### config.mk
export PLATFORM = sky130hd
export DESIGN_NAME = wdat_frame_tx
export DESIGN_NICKNAME = d
export VERILOG_FILES = /design/src/rtl/wdat_frame_tx.sv
export SDC_FILE = /design/constraint.sdc
export NUM_CORES = 1
export LEC_CHECK = 0
export CAP_MARGIN = 15
export CELL_PAD_IN_SITES_DETAIL_PLACEMENT = 0
export CELL_PAD_IN_SITES_GLOBAL_PLACEMENT = 1
export CORE_ASPECT_RATIO = 1.5
export CORE_MARGIN = 2
export CORE_UTILIZATION = 31
export DETAILED_ROUTE_END_ITERATION = 10
export GPL_TIMING_DRIVEN = 0
export MAX_ROUTING_LAYER = met4
export PLACE_DENSITY_LB_ADDON = 0.1
export SYNTH_ARGS = -nofsm -noshare
export SYNTH_HDL_FRONTEND = slang
export SYNTH_SLANG_ARGS = --single-unit
### constraint.sdc
create_clock -name clk_3wi -period 4.05 [get_ports clk_3wi]
set_clock_uncertainty 0.1 [all_clocks]
set_input_delay 0.6075 -clock clk_3wi [delete_from_list [all_inputs] [get_ports clk_3wi]]
set_output_delay 0.6075 -clock clk_3wi [all_outputs]
set_load 0.02 [all_outputs]
### src/rtl/wdat_frame_tx.sv
// ============================================================================
// wdat_frame_tx : 3WI write-frame serialiser (START, DATA MSB-first, PARITY, GAP)
// Revision 1.0
// ============================================================================
`timescale 1ns/1ps
`default_nettype none

module wdat_frame_tx #(
  parameter int FRAME_W    = 52,
  parameter int GAP_CYCLES = 2,
  parameter bit PARITY_ODD = 1'b0
) (
  input  logic               clk_3wi,
  input  logic               rst_n,
  input  logic [FRAME_W-1:0] wdat_data,
  input  logic               wdat_valid,
  output logic               wdat_ready,
  output logic               wdat_sd,
  output logic               wdat_fs,
  output logic               tx_busy,
  output logic               tx_done,
  output logic [15:0]        frame_cnt
);

  localparam int CNT_W = $clog2(((FRAME_W > GAP_CYCLES) ? FRAME_W : GAP_CYCLES) + 1);
  localparam logic [CNT_W-1:0] LAST_DATA = CNT_W'(FRAME_W - 1);
  localparam logic [CNT_W-1:0] LAST_GAP  = CNT_W'(GAP_CYCLES - 1);
  localparam logic [CNT_W-1:0] CNT_ONE   = CNT_W'(1);

  typedef enum logic [2:0] {
    S_IDLE   = 3'd0,
    S_START  = 3'd1,
    S_DATA   = 3'd2,
    S_PARITY = 3'd3,
    S_GAP    = 3'd4
  } state_t;

  state_t               state_q, state_d;
  logic [CNT_W-1:0]     cnt_q, cnt_d;
  logic [FRAME_W-1:0]   shift_q, shift_d;
  logic [FRAME_W-1:0]   buf_q, buf_d;
  logic                 buf_full_q, buf_full_d;
  logic                 parity_q, parity_d;
  logic                 ready_q, ready_d;
  logic                 sd_q, sd_d;
  logic                 fs_q, fs_d;
  logic                 busy_q, busy_d;
  logic                 done_q, done_d;
  logic [15:0]          frame_cnt_q, frame_cnt_d;
  logic                 load;

  always_comb begin
    state_d     = state_q;
    cnt_d       = cnt_q;
    shift_d     = shift_q;
    buf_d       = buf_q;
    buf_full_d  = buf_full_q;
    parity_d    = parity_q;
    frame_cnt_d = frame_cnt_q;
    done_d      = 1'b0;
    load        = 1'b0;

    case (state_q)
      S_IDLE: begin
        if (buf_full_q) load = 1'b1;
      end
      S_START: begin
        state_d = S_DATA;
        cnt_d   = '0;
      end
      S_DATA: begin
        if (cnt_q == LAST_DATA) begin
          state_d = S_PARITY;
        end else begin
          cnt_d   = cnt_q + CNT_ONE;
          shift_d = shift_q << 1;
        end
      end
      S_PARITY: begin
        state_d     = S_GAP;
        cnt_d       = '0;
        done_d      = 1'b1;
        frame_cnt_d = frame_cnt_q + 16'd1;
      end
      S_GAP: begin
        if (cnt_q == LAST_GAP) begin
          if (buf_full_q) load = 1'b1;
          else            state_d = S_IDLE;
        end else begin
          cnt_d = cnt_q + CNT_ONE;
        end
      end
      default: state_d = S_IDLE;
    endcase

    // Parity is frozen at load time so the buffer can refill during the frame.
    if (load) begin
      state_d    = S_START;
      shift_d    = buf_q;
      parity_d   = (^buf_q) ^ PARITY_ODD;
      buf_full_d = 1'b0;
    end

    if (wdat_valid && ready_q) begin
      buf_d      = wdat_data;
      buf_full_d = 1'b1;
    end

    // Outputs are registered copies of what the next state will drive.
    ready_d = !buf_full_d;
    busy_d  = (state_d != S_IDLE) || buf_full_d;
    sd_d    = 1'b1;
    fs_d    = 1'b0;
    case (state_d)
      S_START:  begin sd_d = 1'b0;               fs_d = 1'b1; end
      S_DATA:   begin sd_d = shift_d[FRAME_W-1]; fs_d = 1'b1; end
      S_PARITY: begin sd_d = parity_d;           fs_d = 1'b1; end
      default:  begin sd_d = 1'b1;               fs_d = 1'b0; end
    endcase
  end

  always_ff @(posedge clk_3wi or negedge rst_n) begin
    if (!rst_n) begin
      state_q     <= S_IDLE;
      cnt_q       <= '0;
      shift_q     <= '0;
      buf_q       <= '0;
      buf_full_q  <= 1'b0;
      parity_q    <= 1'b0;
      ready_q     <= 1'b0;
      sd_q        <= 1'b1;
      fs_q        <= 1'b0;
      busy_q      <= 1'b0;
      done_q      <= 1'b0;
      frame_cnt_q <= '0;
    end else begin
      state_q     <= state_d;
      cnt_q       <= cnt_d;
      shift_q     <= shift_d;
      buf_q       <= buf_d;
      buf_full_q  <= buf_full_d;
      parity_q    <= parity_d;
      ready_q     <= ready_d;
      sd_q        <= sd_d;
      fs_q        <= fs_d;
      busy_q      <= busy_d;
      done_q      <= done_d;
      frame_cnt_q <= frame_cnt_d;
    end
  end

  assign wdat_ready = ready_q;
  assign wdat_sd    = sd_q;
  assign wdat_fs    = fs_q;
  assign tx_busy    = busy_q;
  assign tx_done    = done_q;
  assign frame_cnt  = frame_cnt_q;

endmodule

`default_nettype wire

==> results.yml <==
power_and_ir_drop:
  p_sw_uw: 1420
  power.total_uw: 4950
  swShare_pct: 28.7
  p_comb_share_pct: 34.6
  intPower_uw: 3530
  seq_power_share_pct: 35.9
  p_per_area_nw_per_um2: 650
  p_leak_uw: 0.00344
  peakVddDrop_uv: 701
  clkPwrFrac_pct: 29.5
floorplan:
  num_rows: 62
  dieArea_um2: 20400
  io_pins: 76
  start_util_pct: 31.4
  die_x_um: 117
  core-area_um2: 19000
  die_h_um: 174
cts:
  ctsHoldBuffers: 0
  post-cts-setup-buffer-count: 0
  clk_latency_ns: 0.42
  h-tree-depth: 4
  clkTransAtPathRegs_ns: 0.06
  cts-resized-gates: 0
  cts_inserted_buffers: 17
  cts_buffer_depth: 2
  cts.sinks: 136
  cts_tree: "built"
  cts_root_buf: "clkbuf_16"
setup_path:
  crit_arrival_ns: 2.92
  worst-path-max-fanout: 10
  crit_family: "simple AND/OR/NAND/NOR gates"
  crit_path_cell_trace: "ha_1 -> nand2b_1 -> nor3_1 -> nor3_1 -> nor2_1 -> buf_2 -> nand2_1 -> nand2_1"
  endpoint_kind: "flop"
  max_stage_delay_ns: 0.90
  crit_slowest_cell: "nor3_1"
  cp-start-kind: "flop"
  required_ns: 4.25
  crit_buf_inv: 1
  worstSetupPathType: "reg -> reg"
sta:
  holdWs_ns: 0.0437
  fmax_ghz: 0.367
  relSlewSlack_pct: 25.8
  worstMarginPinSlew_ns: 1.10
  maxSlewViolCount: 0
  rsz0062_at_grt: "false"
  setup_tns_ns: 0
  hold_viol: 0
  fin_crit_ns: 2.72
  post-route-period-util_pct: 67.2
  setup_violations: 0
drt:
  vias: 4002
  routed_wl_um: 12700
  route.detailed.drc: 0
  avgViaCountPerCell: 4.55
  firstDrtPassIters: 5
  wire_per_inst_um: 14.5
  drtIter0Drc: 165
  antenna_left: 0
finish:
  layout_common_cells: "dfrtp_1, nand2_1, clkdlybuf4s50_1"
  final_common_cell: "dfrtp_1"
  final_cells: 880
  fill_cells: 1878
  area_delta_synth_final_pct: 27.8
  nets: 669
  diodes: 0
  drive_above_1_share_pct: 16.2
  fin_area_um2: 7620
yosys:
  synth-compound-area-share_pct: 7.87
  synthMuxAreaShare_pct: 10.2
  syn_avg_cell_area_um2: 11.5
  yosys.area_share.adder_pct: 0.630
  synth_xor_area_share_pct: 10.3
  synth_seq_cells: 136
  async_flop_share_pct: 100
  synth-edff-count: 0
  synth_top_family_by_area: "simple AND/OR/NAND/NOR gates"
  netlist_area_um2: 5960
  synth_top_flop_cell: "dfrtp_1"
  syn_inst: 516
  synthSimpleGateAreaFrac_pct: 11.5
  yosysWarnings: 0
  ys_seq_area_share_pct: 57.1
  syn_nets: 574
  ys_types: 33
placement:
  dp.cells: 848
  portBuffers: 75
  post_dp_cell_area_um2: 7060
  finalWeightedCongestion: 0.727
  dp_hpwl_um: 8900
run_status:
  run_status: "complete, no violations"
grt:
  grt_pass1_vias: 4158
  grt_remaining_overflow: 0
  grt_first_pass_wirelength_um: 21400
  grt_max_degree: 80
  track_usage_pct: 14.0
  antenna_found_initial: 0
worst_hold_path:
  hold_path.class: "in -> async"
job:
  drv_cap: 0
==> synth_stat cells, drive strengths merged (2+ instances only) <==
cell type,number,share of area (%)
and2,2,0.21
nand2,123,7.7
nor3,2,0.17
buf,11,1.4
xor2,11,1.6
dfrtp,135,57
xnor3,2,0.76
a22oi,50,6.3
nand4,6,0.63
o211ai,2,0.42
inv,5,0.31
ha,3,0.63
clkbuf,12,0.76
o21ai,11,0.92
mux2i,2,0.34
xnor2,54,7.9
and3,3,0.31
nor2,12,0.76
nand3,5,0.42
nand2b,4,0.42
mux2,52,9.8
==> state kept, by name, summed over array words and instances (netlist names) <==
signal and cells:
shift_q 52, tx_busy 1, wdat_ready 1, cnt_q 6
wdat_fs 1, parity_q 1, state_q 3, tx_done 1
buf_q 52, frame_cnt 16, buf_full_q 1, wdat_sd 1
==> area by class of cell <==
cell class | instances | area [µm²] | share of cell area [%]
Sequential cell | 136 | 3400 | 44.7
Multi-Input combinational cell | 352 | 2410 | 31.6
Timing Repair Buffer | 76 | 779 | 10.2
Clock buffer | 19 | 453 | 5.95
Tap cell | 256 | 320 | 4.20
Buffer | 23 | 126 | 1.66
Clock inverter | 13 | 105 | 1.38
Inverter | 5 | 18.8 | 0.246
==> worst paths after layout <==
check                            start          end  slack (ns)  depth (start not counted)
max in group asynchronous        rst_n      wdat_sd        3.03                          2
min in group clk_3wi       shift_q[29]  shift_q[29]        0.38                          2
min                              rst_n     cnt_q[2]        0.04                          1
min reg2reg                shift_q[29]  shift_q[29]        0.38                          2
max                           cnt_q[0]  shift_q[47]        1.33                          8
max reg2reg                   cnt_q[0]  shift_q[47]        1.33                          8
==> routing by layer <==
| layer | vias to the layer above | share of wire (%) | routed length, µm | track usage (%) |
|---|---|---|---|---|
| li1 | 1947 | - | - | - |
| met1 | 1963 | 44 | 5550 | 16.9 |
| met2 | 79 | 51 | 6560 | 22.4 |
| met3 | 13 | 3.5 | 444 | 3.57 |
| met4 | 0 | 1.5 | 192 | 5.00 |
| met5 | - | 0 | 0 | - |
==> logic make-up (layout without fill, tap and decap cells) <==
kind of cell / count (synthesis) / count (layout)
fa+ha+maj: 3 / 3
compound gates: 65 / 65
buf+inv: 28 / 136
mux: 54 / 54
flops: 136 / 136
xor+xnor: 67 / 67
simple gates: 163 / 163
==> metrics by stage <==
| stage | setup WS [ns] | util (%) |
|---|---|---|
| 5_1_grt | 1.03 | 40.1 |
| 3_5_place_dp | 1.06 | 37.1 |
| 6_report | 1.33 | 40.1 |
| 4_1_cts | 1.25 | 40.1 |
| 3_3_place_gp | -3.41 | 37.0 |
| 2_1_floorplan | 2.08 | - |
==> power groups by stage <==
stage / clock (µW) / sequential (µW) / combinational [µW]
6_report: 1460 / 1780 / 1710
4_1_cts: 1510 / 1780 / 1750
3_5_place_dp: 0 / 1810 / 1750
3_3_place_gp: 0 / 1810 / 1730
5_1_grt: 1570 / 1820 / 1870
2_1_floorplan: 0 / 1730 / 1380
(Power assumes the default switching activity.)
==> RTL change 1 (same flow settings) <==
The parameter `PARITY_ODD` goes from 1'b0 to 1'b1.
--- a/src/rtl/wdat_frame_tx.sv
+++ b/src/rtl/wdat_frame_tx.sv
@@ -8,7 +8,7 @@
 module wdat_frame_tx #(
   parameter int FRAME_W    = 52,
   parameter int GAP_CYCLES = 2,
-  parameter bit PARITY_ODD = 1'b0
+  parameter bit PARITY_ODD = 1'b1
 ) (
   input  logic               clk_3wi,
   input  logic               rst_n,
Formal check against the unedited RTL: no difference found for any inputs over 10 cycles, from zero or initial values and one cycle with rst_n low; that may be too few to reach the edited logic, so the function may still have changed.
==> RTL change 1 against the unedited design <==
  * Worst setup slack better by 270 ps
  * Cell count decreased by 0.11%
  * Design area rose by 0.49%
  * Non-clock buffer count is the same
  * Sequential cell count did not move
  * Routed wire length up 1.8%
  * Die area decreased by 0.41%
  * Sequential share of layout area fell by 0.22 points
  * Critical path depth did not move
  * Synthesized cell count shrank 0.19%
  * Synthesized area is 0.42% lower
  * Highest routed layer unchanged
Power is not compared: it rests on default switching activity, and its combinational part moved more than twofold at a synthesized area within 25%.
==> RTL change 1: results (changes against the unedited design) <==
run status complete, no violations (unchanged); R2R Setup Slk 1600 ps (was 1330 ps); largest net degree at the start of global routing 92 (was 80); number of placed cells counting well taps 847 (was 848); Final HPWL DP 9050 um (was 8900 um); overall routing resource usage 14.2% (was 14.0%); number of distinct library cells after synthesis 35 (was 33); via count normalized by instance count 4.60 (was 4.55); global placement routability congestion 0.700 (was 0.727); Crit path arrival time 2710 ps (was 2920 ps); Max transition margin 56.9% (was 25.8%); top post-synthesis cells by area sky130_fd_sc_hd__dfrtp_1 57%, sky130_fd_sc_hd__mux2_2 9.9%, sky130_fd_sc_hd__xnor2_1 8.1% (was sky130_fd_sc_hd__dfrtp_1 57%, sky130_fd_sc_hd__mux2_2 9.8%, sky130_fd_sc_hd__xnor2_1 7.9%); non-filler instance count after layout 879 (was 880); Mapped Nets 573 (was 574); Placed Area 7030 um^2 (was 7060 um^2); post-synthesis instance total 515 (was 516); maximum buffer depth of the clock tree 2 (unchanged); total wirelength of the detailed-routed design 13,000 um (was 12,700 um); vias in the first global route 4,208 (was 4,158); switching power summed over all nets 2.82 mW; ratio of cells with drive above 1 in the final layout 16.2% (about the same); post-synthesis async set-or-reset flop share 100% (unchanged); Nets 668 (was 669); R2R depth 8 (unchanged); post-CTS setup buffers 0 (unchanged); number of design-rule violations left by the first detailed-router iteration 133 (was 165); global-route wire length before repair 21,500 um (was 21,400 um); Critical path destination shift_q[36] (was shift_q[47]); number of detailed-routing iterations run before antenna repair 4 (was 5); ranking of synthesized cells by instance count 135 x sky130_fd_sc_hd__dfrtp_1, 123 x sky130_fd_sc_hd__nand2_1, 55 x sky130_fd_sc_hd__xnor2_1 (was 135 x sky130_fd_sc_hd__dfrtp_1, 123 x sky130_fd_sc_hd__nand2_1, 54 x sky130_fd_sc_hd__xnor2_1)
[RTL change 1: logic make-up (layout without fill, tap and decap cells)]
kind of cell / after synthesis / count (layout) / synth area share (%)
and+or+nand+nor: 164 / 164 / 11.7
adders and majority gates: 3 / 3 / 0.633
muxes: 54 / 54 / 10.2
DFF: 136 / 136 / 57.4
AOI/OAI and AO/OA: 64 / 64 / 7.76
buffers and inverters: 27 / 135 / 2.00
xor gates and xnor gates: 67 / 67 / 10.4
[RTL change 1: area by class of cell]
type | count | area (um^2)
Sequential cell | 136 | 3400
Tap cell | 256 | 320
Clock buffer | 19 | 443
Timing Repair Buffer | 76 | 779
Clock inverter | 13 | 178
Multi-Input combinational cell | 352 | 2410
Inverter | 4 | 15.0
Buffer | 23 | 104
Fill cell | 1896 | 11300
[RTL change 1: power groups by stage]
stage	sequential (mW)	clock (mW)	combinational (mW)
after floorplan	2.41	0	2.99
after global placement	2.51	0	3.80
after detailed placement	2.52	0	3.89
after CTS	2.50	1.69	3.90
after global routing	2.58	1.75	4.17
final	2.49	1.64	3.81
[RTL change 1: per-layer routing]
metal	track usage [%]	up-vias	wire length, um
met3	3.25	17	383
li1	-	1945	-
met5	-	-	0
met2	23.2	77	6720
met4	5.10	0	209
met1	17.0	2003	5660
[RTL change 1: worst min path at each step]
stage,startpoint,endpoint,slack [ps],cells after the start
after floorplan,rst_n,buf_full_q,210,0
after global placement,shift_q[48],shift_q[48],360,2
after detailed placement,frame_cnt[15],frame_cnt[15],360,1
after CTS,rst_n,frame_cnt[2],30,1
after global routing,rst_n,frame_cnt[2],40,1
final,rst_n,frame_cnt[2],20,1
[RTL change 1: metrics by stage]
stage | setup TNS [ps] | util, % | hold WS [ps] | worst slack, ps
after global routing | 0 | 40.4 | 40.7 | 1310
after CTS | 0 | 40.4 | 25.8 | 1510
final | 0 | 40.4 | 18.5 | 1600
after floorplan | 0 | - | 212 | 2030
after detailed placement | 0 | 37.2 | 364 | 1120
after global placement | -466760 | 37.0 | 359 | -3460
[RTL change 1: worst max-delay path, cell delays in order (launching register included)]
cell and delay, ps:
sky130_fd_sc_hd__dfrtp_1 410, sky130_fd_sc_hd__ha_1 210, sky130_fd_sc_hd__nand2b_1 80, sky130_fd_sc_hd__nor3_1 520, sky130_fd_sc_hd__nor3_2 240, sky130_fd_sc_hd__nor2_1 360, sky130_fd_sc_hd__buf_2 310, sky130_fd_sc_hd__nand2_1 80
sky130_fd_sc_hd__nand2_1 70
==> RTL change 2 (same flow settings) <==
Made on the original files. Take the reset off `shift_q` and `buf_q` and load them in a clocked block of their own.
--- a/src/rtl/wdat_frame_tx.sv
+++ b/src/rtl/wdat_frame_tx.sv
@@ -123,8 +123,6 @@
     if (!rst_n) begin
       state_q     <= S_IDLE;
       cnt_q       <= '0;
-      shift_q     <= '0;
-      buf_q       <= '0;
       buf_full_q  <= 1'b0;
       parity_q    <= 1'b0;
       ready_q     <= 1'b0;
@@ -136,8 +134,6 @@
     end else begin
       state_q     <= state_d;
       cnt_q       <= cnt_d;
-      shift_q     <= shift_d;
-      buf_q       <= buf_d;
       buf_full_q  <= buf_full_d;
       parity_q    <= parity_d;
       ready_q     <= ready_d;
@@ -147,6 +143,11 @@
       done_q      <= done_d;
       frame_cnt_q <= frame_cnt_d;
     end
+  end
+
+  always_ff @(posedge clk_3wi) begin
+    shift_q <= shift_d;
+    buf_q   <= buf_d;
   end
 
   assign wdat_ready = ready_q;
Function: same outputs for any inputs over 10 cycles, from zero or initial values and one cycle with rst_n low; that may be too few to reach the edited logic, so the function may still have changed.
==> RTL change 2 against the unedited design <==
  * Synthesized area shrank 7.6%
  * Design area shrank 5.5%
  * Routed wire length shrank 17%
  * Sequential share of layout area grew 9.7 points
  * Die area shrank 7.4%
  * Clock power grew 14%
  * Worst setup slack lost 120 ps
  * Power grew 22%
  * Cell count shrank 24%
  * Combinational power grew 13%
  * Sequential cell count is the same
  * Critical endpoint is now shift_q[1]
  * Largest cell class unchanged
  * Highest routed layer unchanged
==> RTL change 2: results (changes against the unedited design) <==
mean instance size in the synthesized netlist 15.7 um^2 (was 11.5 um^2); number of flops mapped to enable cells by yosys 103 (was 0); ranking of synthesized cells by instance count 103 x sky130_fd_sc_hd__edfxtp_1, 54 x sky130_fd_sc_hd__xnor2_1, 49 x sky130_fd_sc_hd__a22o_1 (was 135 x sky130_fd_sc_hd__dfrtp_1, 123 x sky130_fd_sc_hd__nand2_1, 54 x sky130_fd_sc_hd__xnor2_1); Adder-Cell Fraction of Synth Area 0.682% (was 0.630%); launching point of the worst reg2reg path cnt_q[1] (was cnt_q[0]); maximum fanout encountered on the critical timing path 34 (was 10); number of distinct library cells after synthesis 35 (was 33); Crit path arrival time 2830 ps (was 2920 ps); total vias in the final route 3,136 (was 4,002); top_reg_cell synth sky130_fd_sc_hd__edfxtp_1 (was sky130_fd_sc_hd__dfrtp_1); total length of routed met2 wires 5590 um (was 6560 um); run status complete, no violations (unchanged); global placement routability congestion 0.725 (was 0.727); Lkg Pwr 2.67 nW (was 3.44 nW); total wirelength of the detailed-routed design 10,600 um (was 12,700 um); non-filler instance count after layout 672 (was 880); post-synthesis async set-or-reset flop share 23.5% (was 100%); maximum cell stage delay along the critical path 510 ps (was 900 ps); global-route wire length before repair 17,400 um (was 21,400 um); sequential cell area fraction in the yosys report 71.1% (was 57.1%); Placed Area 6560 um^2 (was 7060 um^2); XOR/XNOR share of the synthesized area 11.2% (was 10.3%); ratio of cells with drive above 1 in the final layout 10.0% (was 16.2%); worst hold margin 157 ps (was 43.7 ps); vias in the first global route 3,398 (was 4,158); highest-delay cell along the critical path sky130_fd_sc_hd__or4b_1 (was sky130_fd_sc_hd__nor3_1); overall routing resource usage 12.2% (was 14.0%); highest ir drop seen on vdd 0.343 mV (was 0.701 mV); R2R Setup Slk 1210 ps (was 1330 ps); Max transition margin 49.6% (was 25.8%); GR Layer Usage met3 2.75% (was 3.57%); routed length on met3 344 um (was 444 um); Nets 505 (was 669); Final HPWL DP 7130 um (was 8900 um)
-- RTL change 2: per-stage QoR --
stage          setup WS [ps]  total power, mW
5_1_grt                 1000             6.40
2_1_floorplan           1420             3.79
3_3_place_gp             575             4.37
6_report                1210             6.04
4_1_cts                  845             6.14
3_5_place_dp             850             4.42
-- RTL change 2: power breakdown --
| part | leakage, nW | switching, mW | internal [mW] |
|---|---|---|---|
| clock | 0.305 | 0.581 | 1.09 |
| sequential | 1.43 | 0.227 | 2.20 |
| combinational | 0.944 | 1.00 | 0.937 |
| total | 2.67 | 1.81 | 4.23 |
-- RTL change 2: area by class of cell --
class                           count  area (um^2)
Buffer                             12         68.8
Clock buffer                       19          433
Clock inverter                     12          201
Fill cell                        1609        10100
Inverter                            4         15.0
Multi-Input combinational cell    198         1510
Sequential cell                   136         3920
Tap cell                          213          267
Timing Repair Buffer               78          791
